===== config.mk =====
export PLATFORM = sky130hd
export DESIGN_NAME = dma_priority_arbiter_flat
export DESIGN_NICKNAME = d
export VERILOG_FILES = /design/src/rtl/dma_priority_arbiter_pkg.sv /design/src/rtl/dma_priority_arbiter_if.sv /design/src/rtl/dma_priority_arbiter_priority_encoder.sv /design/src/rtl/dma_priority_arbiter.sv /design/src/flat_wrapper.sv
export SDC_FILE = /design/constraint.sdc
export NUM_CORES = 1
export LEC_CHECK = 0
export BUFFER_PORTS_ARGS = -buffer_cell sky130_fd_sc_hd__buf_4
export CORE_AREA = 2 2 49 51
export CTS_CLUSTER_SIZE = 20
export DETAILED_ROUTE_END_ITERATION = 10
export DIE_AREA = 0 0 51 53
export PLACE_DENSITY_LB_ADDON = 0.15
export SYNTH_ARGS = -nofsm -noshare
export SYNTH_HDL_FRONTEND = slang
export SYNTH_SLANG_ARGS = --single-unit

===== constraint.sdc =====
create_clock -name CLK -period 3 [get_ports CLK]
set_clock_uncertainty 0.05 [all_clocks]
set_input_delay 0 -clock CLK [delete_from_list [all_inputs] [get_ports CLK]]
set_output_delay 0 -clock CLK [all_outputs]
set_load 0.05 [all_outputs]

===== src/rtl/dma_priority_arbiter_pkg.sv =====
// Shared types and constants for the DMA request/priority arbiter.
package dma_priority_arbiter_pkg;

    localparam int NUM_CH = 4;
    localparam int CH_W   = 2;

    // Bit positions of the arbitration controls within the DMA command register
    localparam int CMD_DISABLE   = 2;
    localparam int CMD_ROTATE    = 4;
    localparam int CMD_DREQ_LOW  = 6;
    localparam int CMD_DACK_HIGH = 7;

    typedef enum logic [1:0] {
        ARB_IDLE    = 2'd0,
        ARB_GRANT   = 2'd1,
        ARB_SERVICE = 2'd2,
        ARB_RELEASE = 2'd3
    } arbState_t;

    function automatic logic [NUM_CH-1:0] onehot_f(input logic [CH_W-1:0] idx);
        onehot_f = 4'b0001 << idx;
    endfunction

endpackage


===== src/rtl/dma_priority_arbiter_if.sv =====
// Request/grant bundle between the arbiter (slave) and the register file plus
// timing FSM that drive it (master).
interface dma_priority_arbiter_if
    import dma_priority_arbiter_pkg::*;
();
    logic [NUM_CH-1:0] DREQ;
    logic [NUM_CH-1:0] swReq;
    logic [NUM_CH-1:0] maskReg;
    logic              cmdDisable;
    logic              cmdRotate;
    logic              dreqSenseLow;
    logic              dackSenseHigh;
    logic              idleCycle;
    logic              hlda;
    logic              validDack;
    logic              serviceDone;
    logic [NUM_CH-1:0] VALID_DREQ;
    logic [CH_W-1:0]   activeCh;
    logic              reqPending;
    logic [NUM_CH-1:0] reqStatus;
    logic [NUM_CH-1:0] DACK;

    modport master (
        output DREQ, swReq, maskReg, cmdDisable, cmdRotate, dreqSenseLow,
               dackSenseHigh, idleCycle, hlda, validDack, serviceDone,
        input  VALID_DREQ, activeCh, reqPending, reqStatus, DACK
    );

    modport slave (
        input  DREQ, swReq, maskReg, cmdDisable, cmdRotate, dreqSenseLow,
               dackSenseHigh, idleCycle, hlda, validDack, serviceDone,
        output VALID_DREQ, activeCh, reqPending, reqStatus, DACK
    );
endinterface


===== src/rtl/dma_priority_arbiter_priority_encoder.sv =====
// Rotating find-first: picks the requesting channel closest above low_pri_i (mod NUM_CH).
module dma_priority_encoder
    import dma_priority_arbiter_pkg::*;
(
    input  logic [NUM_CH-1:0] eff_i,
    input  logic [CH_W-1:0]   low_pri_i,
    output logic [CH_W-1:0]   winner_o,
    output logic              valid_o
);
    logic [CH_W-1:0] idx_s;

    // Scan from lowest to highest priority so the highest-priority hit is written last
    always_comb begin
        winner_o = '0;
        valid_o  = 1'b0;
        idx_s    = '0;
        for (int i = NUM_CH - 1; i >= 0; i--) begin
            idx_s    = low_pri_i + CH_W'(i + 1);
            valid_o  = valid_o | eff_i[idx_s];
            winner_o = eff_i[idx_s] ? idx_s : winner_o;
        end
    end
endmodule


===== src/rtl/dma_priority_arbiter.sv =====
// DMA request sampling, masking and fixed/rotating priority arbitration.
// Optional build macro DMA_DREQ_SYNC_EN adds a 2-flop DREQ synchronizer.
module dma_priority_arbiter
    import dma_priority_arbiter_pkg::*;
(
    input  logic                 CLK,
    input  logic                 RESET_N,
    input  logic                 masterClear,
    dma_priority_arbiter_if.slave bus
);
    logic [NUM_CH-1:0] sample_s;
    logic [NUM_CH-1:0] dreq_q;
    logic [NUM_CH-1:0] eff_s;
    logic [NUM_CH-1:0] valid_dreq_q, valid_dreq_d;
    logic [NUM_CH-1:0] dack_act_s;
    logic [CH_W-1:0]   low_pri_q, low_pri_d;
    logic [CH_W-1:0]   active_q, active_d;
    logic [CH_W-1:0]   pri_base_s;
    logic [CH_W-1:0]   win_s;
    logic              win_valid_s;
    arbState_t         state_q, state_d;

`ifdef DMA_DREQ_SYNC_EN
    logic [NUM_CH-1:0] sync1_q, sync2_q;

    // Metastability synchronizer on the raw DREQ pins
    always_ff @(posedge CLK or negedge RESET_N) begin
        if (!RESET_N) begin
            sync1_q <= '0;
            sync2_q <= '0;
        end else if (masterClear) begin
            sync1_q <= '0;
            sync2_q <= '0;
        end else begin
            sync1_q <= bus.DREQ;
            sync2_q <= sync1_q;
        end
    end

    assign sample_s = sync2_q;
`else
    assign sample_s = bus.DREQ;
`endif

    // Request sampling with polarity normalised to active-high
    always_ff @(posedge CLK or negedge RESET_N) begin
        if (!RESET_N) begin
            dreq_q <= '0;
        end else if (masterClear) begin
            dreq_q <= '0;
        end else begin
            dreq_q <= sample_s ^ {NUM_CH{bus.dreqSenseLow}};
        end
    end

    // Software requests bypass the mask
    assign eff_s      = (dreq_q & ~bus.maskReg) | bus.swReq;
    assign pri_base_s = bus.cmdRotate ? low_pri_q : CH_W'(NUM_CH - 1);

    dma_priority_encoder u_enc (
        .eff_i     (eff_s),
        .low_pri_i (pri_base_s),
        .winner_o  (win_s),
        .valid_o   (win_valid_s)
    );

    // Arbitration state and grant registers
    always_ff @(posedge CLK or negedge RESET_N) begin
        if (!RESET_N) begin
            state_q      <= ARB_IDLE;
            low_pri_q    <= CH_W'(NUM_CH - 1);
            active_q     <= '0;
            valid_dreq_q <= '0;
        end else if (masterClear) begin
            state_q      <= ARB_IDLE;
            low_pri_q    <= CH_W'(NUM_CH - 1);
            active_q     <= '0;
            valid_dreq_q <= '0;
        end else begin
            state_q      <= state_d;
            low_pri_q    <= low_pri_d;
            active_q     <= active_d;
            valid_dreq_q <= valid_dreq_d;
        end
    end

    // Next-state logic; serviceDone is only honoured in ARB_SERVICE
    always_comb begin
        state_d      = state_q;
        low_pri_d    = low_pri_q;
        active_d     = active_q;
        valid_dreq_d = valid_dreq_q;
        case (state_q)
            ARB_IDLE: begin
                if (bus.idleCycle && win_valid_s && !bus.cmdDisable) begin
                    state_d      = ARB_GRANT;
                    active_d     = win_s;
                    valid_dreq_d = onehot_f(win_s);
                end else begin
                    state_d      = ARB_IDLE;
                end
            end
            ARB_GRANT: begin
                if (bus.hlda) begin
                    state_d      = ARB_SERVICE;
                end else if (!eff_s[active_q]) begin
                    state_d      = ARB_IDLE;
                    valid_dreq_d = '0;
                end else begin
                    state_d      = ARB_GRANT;
                end
            end
            ARB_SERVICE: begin
                if (bus.serviceDone) begin
                    state_d      = ARB_RELEASE;
                    valid_dreq_d = '0;
                end else begin
                    state_d      = ARB_SERVICE;
                end
            end
            ARB_RELEASE: begin
                state_d      = ARB_IDLE;
                valid_dreq_d = '0;
                if (bus.cmdRotate) begin
                    low_pri_d = active_q;
                end else begin
                    low_pri_d = low_pri_q;
                end
            end
            default: begin
                state_d      = ARB_IDLE;
                valid_dreq_d = '0;
            end
        endcase
    end

    // Acknowledge only while servicing and the timing FSM asks for it
    always_comb begin
        dack_act_s = '0;
        if ((state_q == ARB_SERVICE) && bus.validDack) begin
            dack_act_s = onehot_f(active_q);
        end else begin
            dack_act_s = '0;
        end
    end

    assign bus.VALID_DREQ = valid_dreq_q;
    assign bus.activeCh   = active_q;
    assign bus.reqPending = |eff_s;
    assign bus.reqStatus  = dreq_q;
    assign bus.DACK       = dack_act_s ^ {NUM_CH{~bus.dackSenseHigh}};

endmodule


===== src/flat_wrapper.sv =====
// flat-port wrapper written by rule: the top's interface ports become plain ports
module dma_priority_arbiter_flat import dma_priority_arbiter_pkg::*;
  (CLK, RESET_N, masterClear, bus_DREQ, bus_swReq, bus_maskReg, bus_cmdDisable, bus_cmdRotate, bus_dreqSenseLow, bus_dackSenseHigh, bus_idleCycle, bus_hlda, bus_validDack, bus_serviceDone, bus_VALID_DREQ, bus_activeCh, bus_reqPending, bus_reqStatus, bus_DACK);
  dma_priority_arbiter_if bus_i ();
  input  logic CLK;
  input  logic RESET_N;
  input  logic masterClear;
  input wire logic [$bits(bus_i.DREQ)-1:0] bus_DREQ;
  input wire logic [$bits(bus_i.swReq)-1:0] bus_swReq;
  input wire logic [$bits(bus_i.maskReg)-1:0] bus_maskReg;
  input wire logic [$bits(bus_i.cmdDisable)-1:0] bus_cmdDisable;
  input wire logic [$bits(bus_i.cmdRotate)-1:0] bus_cmdRotate;
  input wire logic [$bits(bus_i.dreqSenseLow)-1:0] bus_dreqSenseLow;
  input wire logic [$bits(bus_i.dackSenseHigh)-1:0] bus_dackSenseHigh;
  input wire logic [$bits(bus_i.idleCycle)-1:0] bus_idleCycle;
  input wire logic [$bits(bus_i.hlda)-1:0] bus_hlda;
  input wire logic [$bits(bus_i.validDack)-1:0] bus_validDack;
  input wire logic [$bits(bus_i.serviceDone)-1:0] bus_serviceDone;
  output wire logic [$bits(bus_i.VALID_DREQ)-1:0] bus_VALID_DREQ;
  output wire logic [$bits(bus_i.activeCh)-1:0] bus_activeCh;
  output wire logic [$bits(bus_i.reqPending)-1:0] bus_reqPending;
  output wire logic [$bits(bus_i.reqStatus)-1:0] bus_reqStatus;
  output wire logic [$bits(bus_i.DACK)-1:0] bus_DACK;
  assign bus_i.DREQ = bus_DREQ;
  assign bus_i.swReq = bus_swReq;
  assign bus_i.maskReg = bus_maskReg;
  assign bus_i.cmdDisable = bus_cmdDisable;
  assign bus_i.cmdRotate = bus_cmdRotate;
  assign bus_i.dreqSenseLow = bus_dreqSenseLow;
  assign bus_i.dackSenseHigh = bus_dackSenseHigh;
  assign bus_i.idleCycle = bus_idleCycle;
  assign bus_i.hlda = bus_hlda;
  assign bus_i.validDack = bus_validDack;
  assign bus_i.serviceDone = bus_serviceDone;
  assign bus_VALID_DREQ = bus_i.VALID_DREQ;
  assign bus_activeCh = bus_i.activeCh;
  assign bus_reqPending = bus_i.reqPending;
  assign bus_reqStatus = bus_i.reqStatus;
  assign bus_DACK = bus_i.DACK;
  dma_priority_arbiter u_core (.CLK(CLK), .RESET_N(RESET_N), .masterClear(masterClear), .bus(bus_i));
endmodule

Word-level counts from Yosys, hierarchy flattened
Index checks and enable logic that the tools add are counted.
{"block": "totals", "ff_bits": 14, "out_inout_bits": 15, "wordCells": 79, "rom_bits": 0, "ramBits": 0, "input_bits": 23, "mem_count": 0, "latchBits": 0}
{"block": "classes", "add_sub_neg": 3, "div_mod_pow": 0, "bitwise": 9, "order_cmp": 5, "n_shift": 2, "eq_ne": 7, "n_mul": 0, "n_reduce_logical": 13, "n_mux": 35}
{"cell": "4-bit 2-to-1 mux", "count": 7}
{"cell": "2-bit 2-to-1 mux", "count": 13}
{"cell": "4-bit one-hot mux with 4 select lines", "count": 1}
{"cell": "2-bit by 3-bit less-than comparator with 1-bit output, second input constant", "count": 5}
{"cell": "1-bit binary-select mux with 2-bit select", "count": 5}
{"cell": "3-bit inequality test, second input constant", "count": 3}
{"cell": "1-bit 2-to-1 mux", "count": 8}
{"cell": "2-bit one-hot mux with 4 select lines", "count": 1}
{"cell": "2-bit nonzero test", "count": 4}
{"cell": "1-bit by 2-bit left shift with 4-bit output, first input constant", "count": 2}
{"cell": "4-bit bitwise XOR", "count": 2}
{"cell": "2-bit adder, second input constant", "count": 2}
{"cell": "4-bit bitwise AND", "count": 1}
{"cell": "2-bit == test, second input constant", "count": 2}
{"cell": "4-bit inverter", "count": 1}
{"cell": "4-bit OR", "count": 1}
{"cell": "2-bit AND reduction", "count": 2}
{"cell": "4-bit AND reduction", "count": 1}
{"cell": "4-bit OR reduction", "count": 1}
{"cell": "1-bit logical AND", "count": 3}
{"cell": "3-bit by 2-bit inequality test with 1-bit output, second input constant", "count": 1}
{"cell": "1-bit OR", "count": 3}
{"cell": "2-bit by 1-bit adder with 2-bit output, second input constant", "count": 1}
{"cell": "2-bit by 1-bit == test with 1-bit output, second input constant", "count": 1}
{"cell": "3 further kinds", "count": 3}

Logic depth before layout (Yosys ltp)
Gate-level depths: netlist of run 1.
{"block": "logic_depth", "depth_word": 13, "ltp_mapped": 7, "mapped_depth_nobuf": 6}

Hierarchy
From an unflattened synthesis of run 1, not the netlist that was laid out.
{"block": "hier_totals", "hier_cells": 114, "hier_area_um2": 999.7}
{"module": "dma_priority_arbiter", "cells_per_inst": 100, "area_per_inst_um2": 908.4, "n_inst": 1}
{"module": "dma_priority_encoder", "cells_per_inst": 14, "area_per_inst_um2": 91.3, "n_inst": 1}

Worst setup path after synthesis of run 1
OpenSTA, ideal clock, no wires.
{"block": "synth_path", "kind": "reg2reg", "startpoint": "register u_core.dreq_q[3] (netlist: u_core.bus.reqStatus[3])", "endpoint": "register u_core.valid_dreq_q[0] (netlist: u_core.bus.VALID_DREQ[0])", "slack_ns": 0.914, "t_arrival_ns": 1.968, "path_stages_with_launch": 6, "path_cell_list": "dfrtp_1 > nor2b_4 > nor2_1 > mux4_2 > a311oi_2 > a32o_1"}
{"block": "synth_via", "elab_chain_len": 12, "elab_cells_between_ends": 28, "cone_classes": "2 x eq/ne; 1 x shift; 17 x mux; 5 x bitwise; 3 x reduce/logical"}
{"item": "start, declared", "line": "dma_priority_arbiter.sv:12", "text": "logic [NUM_CH-1:0] dreq_q;"}
{"item": "start signal, assigned", "line": "dma_priority_arbiter.sv:52", "text": "dreq_q <= sample_s ^ {NUM_CH{bus.dreqSenseLow}};"}
{"item": "4-bit bitwise AND (*)", "line": "dma_priority_arbiter.sv:57", "text": "assign eff_s = (dreq_q & ~bus.maskReg) | bus.swReq;"}
{"item": "4-bit OR (*)", "line": "dma_priority_arbiter.sv:57"}
{"item": "1-bit binary-select mux with 2-bit select", "line": "dma_priority_arbiter_priority_encoder.sv:19, dma_priority_arbiter_priority_encoder.sv:20"}
{"item": "1-bit 2-to-1 mux (implied by the code)", "line": "dma_priority_arbiter_priority_encoder.sv:19, dma_priority_arbiter_priority_encoder.sv:20"}
{"item": "2-bit 2-to-1 mux (4 in series)", "line": "dma_priority_arbiter_priority_encoder.sv:20", "text": "winner_o = eff_i[idx_s] ? idx_s : winner_o;"}
{"item": "1-bit by 2-bit left shift with 4-bit output", "line": "dma_priority_arbiter_pkg.sv:21", "text": "onehot_f = 4'b0001 << idx;"}
{"item": "4-bit 2-to-1 mux", "line": "dma_priority_arbiter.sv:95", "text": "if (bus.idleCycle && win_valid_s && !bus.cmdDisable) begin"}
{"item": "4-bit one-hot mux with 4 select lines", "line": "dma_priority_arbiter.sv:93", "text": "case (state_q)"}
{"item": "4-bit 2-to-1 mux", "line": "dma_priority_arbiter.sv:74", "text": "end else if (masterClear) begin"}
{"item": "end signal, assigned", "line": "dma_priority_arbiter.sv:83", "text": "valid_dreq_q <= valid_dreq_d;"}
{"item": "end, declared", "line": "dma_priority_arbiter.sv:14", "text": "logic [NUM_CH-1:0] valid_dreq_q, valid_dreq_d;"}
Every way passes the cells marked *; elsewhere a longest branch is shown, timed or not. The select of a mux whose other input is x is not followed.
A chain may end at the register's enable or synchronous reset.

Worst setup path after layout of run 1
{"block": "layout_path", "startpoint": "register u_core.dreq_q[2] (netlist: u_core.bus.reqStatus[2])", "endpoint": "register u_core.state_q[0]"}
{"block": "layout_via", "elab_chain_len": 12, "elab_cells_between_ends": 22, "cone_classes": "15 x mux; 5 x bitwise; 2 x reduce/logical"}
{"item": "4-bit bitwise AND (*)", "line": "dma_priority_arbiter.sv:57"}
{"item": "4-bit OR (*)", "line": "dma_priority_arbiter.sv:57"}
{"item": "1-bit binary-select mux with 2-bit select", "line": "dma_priority_arbiter_priority_encoder.sv:19", "text": "valid_o = valid_o | eff_i[idx_s];"}
{"item": "1-bit 2-to-1 mux (implied by the code)", "line": "dma_priority_arbiter_priority_encoder.sv:19"}
{"item": "1-bit OR (3 in series)", "line": "dma_priority_arbiter_priority_encoder.sv:19"}
{"item": "1-bit logical AND (2 in series)", "line": "dma_priority_arbiter.sv:95"}
{"item": "1-bit 2-to-1 mux", "line": "dma_priority_arbiter.sv:95"}
{"item": "2-bit one-hot mux with 4 select lines (*)", "line": "dma_priority_arbiter.sv:93"}
{"item": "2-bit 2-to-1 mux (*)", "line": "dma_priority_arbiter.sv:74"}
{"item": "end signal, assigned", "line": "dma_priority_arbiter.sv:80", "text": "state_q <= state_d;"}
{"item": "end, declared", "line": "dma_priority_arbiter.sv:21", "text": "arbState_t state_q, state_d;"}
Marks and branches as above.

==> metrics.yaml, run 1 <==
crit_buf_inv: 1
synth.area.top_cells: "dfrtp_1 (28%), dfstp_2 (4.8%), nor2_1 (4.5%)"
ant_nets: 0
path_max_fanout: 5
grt_pass1_vias: 1107
clock.fmax_ghz: 0.427
setup_violations: 0
diodes: 0
setup_slack_ps: 660
avgSynthCellArea_um2: 9.87
dp_slack_ps: 944
postCtsSetupBuffers: 0
area_growth_pct: 43.2
drt_wl_total_mm: 3.08
cp.depth: 7
drt_iter0_markers: 17
fin_nets: 185
gp_congestion: 0.814
boundaryPins: 38
drv_cap: 0
grt_overflow: 0
yosysSeqAreaShare_pct: 32.5
die_h_um: 53
fin_crit_ps: 2340
yosys_warnings: 0
path_class: "reg -> reg"
coreArea_um2: 2150
syn_nets: 133
dpl-instance-area_um2: 1370
status: "finished clean"
cp_top_family: "simple AND/OR/NAND/NOR gates"
grt_usage_pct: 26.3
grt_start_max_net_pins: 15
tightestPinTransition_ps: 720
rsz0062_at_grt: "false"
cts_made_buffers: 3
clock_latency_ps: 280
register_area_um2: 353
startpoint_type: "flop"
fin_area_um2: 1560
hpwl_mm: 2.10
portBuffers: 37
grt_pass1_wl_mm: 5.16
hold_depth: 3
async_flop_share_pct: 100
powerDensity_nw_per_um2: 355
ys_seq_elements: 14
hold_viol: 0
synth_area_um2: 1090
r2r_slack_ps: 660
multi_input_area_um2: 699
num_vias: 1087
clockBufferDepth: 2
critPathArrivalTime_ps: 2510
timing.hold.ws_ps: 34.7
antenna_found_initial: 0
initial_core_util_pct: 50.6
worst-r2r-cell-count: 7
crit_required_ps: 3170
cpPeakStageDelay_ps: 560
ir_worst_vdd_mv: 0.335
p_leak_nw: 0.668
post_drt_wl_per_cell_um: 16.3
synthFlopType: "dfrtp_1"
tns_ps: 0
clock_sinks: 14
synth.top_cell.area_share_pct: 27.6
cts_tree: "built"
finalCritPeriodShare_pct: 78.0
synth_edf_count: 0
first_pass_iters: 4
cp_slowest_cell: "dlygate4sd3_1"
die-area_um2: 2700
yosys.area.top_type: "dfrtp_1"
holdPathEnd: "u_core.state_q[1]"
worstHoldPathType: "in -> reg"
synth_cell_type_count: 49
hold_buffers: 15
vias_per_cell: 5.75
final_layout_size_suffix_gt1_share_pct: 36.0
final_cell_mix: "buf_4 (37), dlygate4sd3_1 (15), nor2_1 (13), dfrtp_1 (12), nand2_1 (7)"
clockRootBuffer: "clkbuf_4"
cp_cell_sequence: "nor2b_1, nor2_1, mux4_2, nor3b_1, o21bai_1, a21oi_1, dlygate4sd3_1"
final_common_cell: "buf_4"
finalPower_uw: 552
nFillCells: 164
slew_headroom_pct: 51.4
cts-htree-levels: 1
r2r-start: "u_core.bus.reqStatus[2]"
drc_errors: 0
syn_inst: 110
end_kind: "flop"
fp.dieW_um: 51
clk_pin_slew_ps: 90
drv_slew: 0
crit-reg2reg-capture: "u_core.state_q[0]"
num_rows: 17
min_from: "bus_hlda"
cts_resized: 0
-- tightest hold or removal path, stage by stage --
cell and delay [ps]:
buf_4 110, nand3b_1 130, a21oi_1 80
-- cells in the mapped netlist (2+ instances only) --
cell / n
a32o_1: 4
nand4_1: 2
dfstp_2: 2
nor2b_4: 3
xor2_1: 3
or2_1: 2
nor3b_1: 2
o41a_1: 2
nor2_1: 13
nor2b_1: 5
nor3_1: 3
nand2b_1: 4
nand2_1: 7
dfrtp_1: 12
a21oi_1: 4
mux2i_1: 4
clkbuf_1: 2
xnor2_1: 5
-- worst max path at each step --
| stage | from | end |
|---|---|---|
| after floorplan | u_core.bus.reqStatus[3] | u_core.bus.VALID_DREQ[0] |
| after global placement | u_core.low_pri_q[1] | u_core.bus.VALID_DREQ[0] |
| after detailed placement | u_core.low_pri_q[0] | u_core.bus.VALID_DREQ[0] |
| after CTS | u_core.bus.reqStatus[3] | u_core.state_q[0] |
| after global routing | u_core.bus.reqStatus[2] | u_core.state_q[0] |
| final | u_core.bus.reqStatus[2] | u_core.state_q[0] |
-- flip-flops by register name, indices dropped and copies added (netlist names) --
register,flops
u_core.bus.reqStatus,4
u_core.state_q,2
u_core.bus.activeCh,2
u_core.low_pri_q,2
u_core.bus.VALID_DREQ,4
-- per-layer routing --
layer | vias up | wire [um] | track usage (%)
li1 | 511 | - | -
met1 | 536 | 1260 | 30.0
met2 | 30 | 1650 | 48.7
met3 | 10 | 100 | 3.95
met4 | 0 | 68 | 10.8
met5 | - | 0 | 0
-- logic make-up after synthesis --
group / count (synthesis) / synth area share [%]
buf+inv: 6 / 3.11
flops: 14 / 32.5
compound gates: 26 / 21.9
xor+xnor: 9 / 7.95
simple gates: 49 / 27.5
mux: 6 / 7.03
-- area by class of cell --
class / count / share of cell area, %
sequential: 14 / 22.7
multi-input combinational: 90 / 45.0
tap: 28 / 2.25
inverter: 1 / 0.241
timing repair buffer: 52 / 27.5
clock buffer: 4 / 2.33
-- per-stage QoR --
step / instances / utilization, %
final: 189 / 72.4
after floorplan: 110 / -
after global routing: 189 / 72.4
after detailed placement: 170 / 63.7
after global placement: 170 / 63.7
after CTS: 189 / 72.4
-- power by group --
| group | switching (mW) | leakage [nW] | internal (mW) |
|---|---|---|---|
| Sequential | 0.0127 | 0.182 | 0.199 |
| Combinational | 0.112 | 0.465 | 0.0898 |
| Clock | 0.0642 | 0.0210 | 0.0739 |
Note: power is estimated with default switching activity, not from simulation.
==> run 2: changes to the inputs <==
Settings changed: CORE_AREA 2 2 49 51 to 2 2 53 55, DIE_AREA 0 0 51 53 to 0 0 55 57.
Clock period 3 ns to 1.9 ns, I/O delays scaled along.
==> run 2 against run 1 <==
  * The flow now finishes with violations (setup timing)
  * Die area up 16%
  * Register-to-register slack lost 760 ps
  * Total power is 62% higher
  * Largest power group is now combinational logic
==> metrics.yaml, run 2 (synthesized netlist as in run 1, its figures left out) <==
status: "complete, but fails checks"
violations: "setup timing"
fin_area_um2: 1710  # +9.9%
fin_crit_ps: 2000  # -344 ps
path_max_fanout: 3  # -2
final_cells: 201  # +6.3%
ir_worst_vdd_mv: 0.560  # +67%
powerDensity_nw_per_um2: 523  # +48%
tns_ps: -307  # -307 ps
boundaryPins: 38  # unchanged
crit_required_ps: 2020  # -1150 ps
worstHoldPathType: "in -> reg"
fp.dieW_um: 55  # +7.8%
setup_slack_ps: -95.9  # -756 ps
wl_met3_um: 98  # -2.0%
drt_wl_total_mm: 3.10  # +0.62%
r2r_slack_ps: -100  # -760 ps
finalCritPeriodShare_pct: 105  # +27 points
clk_pin_slew_ps: 90  # about the same
rsz0062_at_grt: "true"
die_h_um: 57  # +7.5%
cts-htree-levels: 1  # unchanged
drv_cap: 0  # unchanged
dpl-instance-area_um2: 1440  # +5.0%
grt_pass1_vias: 1073  # -3.1%
final_cell_mix: "buf_4 (48), dlygate4sd3_1 (13), nor2_1 (12), dfrtp_1 (8), nand2_1 (7)"
diodes: 0  # unchanged
drv_slew: 0  # unchanged
first_pass_iters: 4  # unchanged
clock_latency_ps: 280  # about the same
dr_wl_met2_mm: 1.60  # -3.0%
num_rows: 19  # +2
cts_made_buffers: 3  # unchanged
gp_congestion: 0.824  # +1.3%
vias_per_cell: 5.46  # -5.1%
slew_headroom_pct: 73.4  # +22 points
ant_nets: 0  # unchanged
path_class: "reg -> reg"
cts_tree: "built"
grt_usage_pct: 20.8  # -5.5 points
clock.fmax_ghz: 0.501  # +17%
grt_overflow: 0  # unchanged
p_leak_nw: 0.735  # +10%
m1WireLength_mm: 1.38  # +9.1%
grt_pass1_wl_mm: 4.83  # -6.4%
crit-reg2reg-capture: "u_core.bus.VALID_DREQ[0]"
end_kind: "flop"
drc_errors: 0  # unchanged
setup_violations: 5  # +5
dpl.cell_count: 181  # +6.5%
clockRootBuffer: "clkbuf_4"
portBuffers: 37  # unchanged
area_growth_pct: 57.4
tightestPinTransition_ps: 392  # -328 ps
drt_iter0_markers: 22  # +5
min_from: "bus_hlda"
top_layer_used: "met4"
hold_depth: 4  # +1
critPathArrivalTime_ps: 2120  # -390 ps
r2r-start: "u_core.low_pri_q[1]"
clockBufferDepth: 2  # unchanged
num_vias: 1097  # +0.92%
die-area_um2: 3140  # +16%
worst-r2r-cell-count: 6  # -1
initial_core_util_pct: 41.5  # -9.0 points
post-route-util_pct: 65.4  # -7.0 points
startpoint_type: "flop"
hpwl_mm: 2.14  # +2.2%
grt_start_max_net_pins: 15  # unchanged
holdPathEnd: "u_core.state_q[0]"
fin_nets: 194  # +4.9%
finalPower_uw: 894  # +62%
antenna_found_initial: 0  # unchanged
post_drt_wl_per_cell_um: 15.4  # -5.4%
clock_sinks: 14  # unchanged
hold_viol: 0  # unchanged
final_common_cell: "buf_4"
coreArea_um2: 2620  # +22%
final_layout_size_suffix_gt1_share_pct: 50.6  # +15 points
## run 2: cell count changes in the layout (fill, tap and decap cells not counted), moves of 2 or more
cell / delta
nor3b_2: +2
buf_4: +11
nor3b_1: -2
nor3_1: -2
dfrtp_1: -4
dlygate4sd3_1: -2
dfrtp_2: +4
## run 2: area by class of cell
cell class / count / area [um2]
well taps: 31 / 38.8
repair buffers: 61 / 490
flip-flops and latches: 14 / 358
fillers: 224 / 906
multi-input cells: 90 / 782
inverters: 1 / 3.75
clock buffers: 4 / 36.3
## run 2: worst max-delay path, cell delays in order, from the launching register on
cell     delay [ps]
dfstp_2         600
xor2_2          170
nand2_2          80
mux2i_1         130
or4_4           450
o311a_4         160
a32o_1          240
## run 2: what timing repair did
| item | CTS | global route |
|---|---|---|
| endpoints found under the hold margin | 24 | 0 |
| gates resized for setup | 4 | 12 |
| pin swaps | 5 | 1 |
| endpoints found under the setup margin | 5 | 10 |
| setup buffers | 2 | 1 |
| hold buffers | 15 | 0 |
## run 2: stage by stage
stage	hold WS [ps]	worst slack, ps
2_1_floorplan	-346	-75.2
3_3_place_gp	-189	-82.0
3_5_place_dp	-187	-110
4_1_cts	22.3	-87.3
5_1_grt	42.2	-161
6_report	19.3	-95.9
## run 2: per-layer routing
metal,GRT usage [%],vias to the layer above
met5,0,-
met4,5.57,0
met3,1.83,4
met2,33.0,29
met1,30.2,534
li1,-,530
## run 2: power breakdown
part           switching [mW]  internal [mW]  total (mW)
Sequential             0.0137          0.315       0.328
Combinational           0.192          0.158       0.350
Clock                  0.0997          0.116       0.216
Total                   0.305          0.589       0.894
## run 2: worst max path at each step
stage | endpoint | cells past startpoint | from | slack [ps]
after floorplan | u_core.bus.VALID_DREQ[0] | 6 | u_core.bus.reqStatus[1] | -80
after global placement | u_core.bus.VALID_DREQ[2] | 6 | u_core.low_pri_q[1] | -80
after detailed placement | u_core.bus.VALID_DREQ[2] | 6 | u_core.low_pri_q[1] | -110
after CTS | u_core.bus.VALID_DREQ[0] | 6 | u_core.low_pri_q[1] | -90
after global routing | u_core.bus.VALID_DREQ[0] | 6 | u_core.low_pri_q[1] | -160
final | u_core.bus.VALID_DREQ[0] | 6 | u_core.low_pri_q[1] | -100
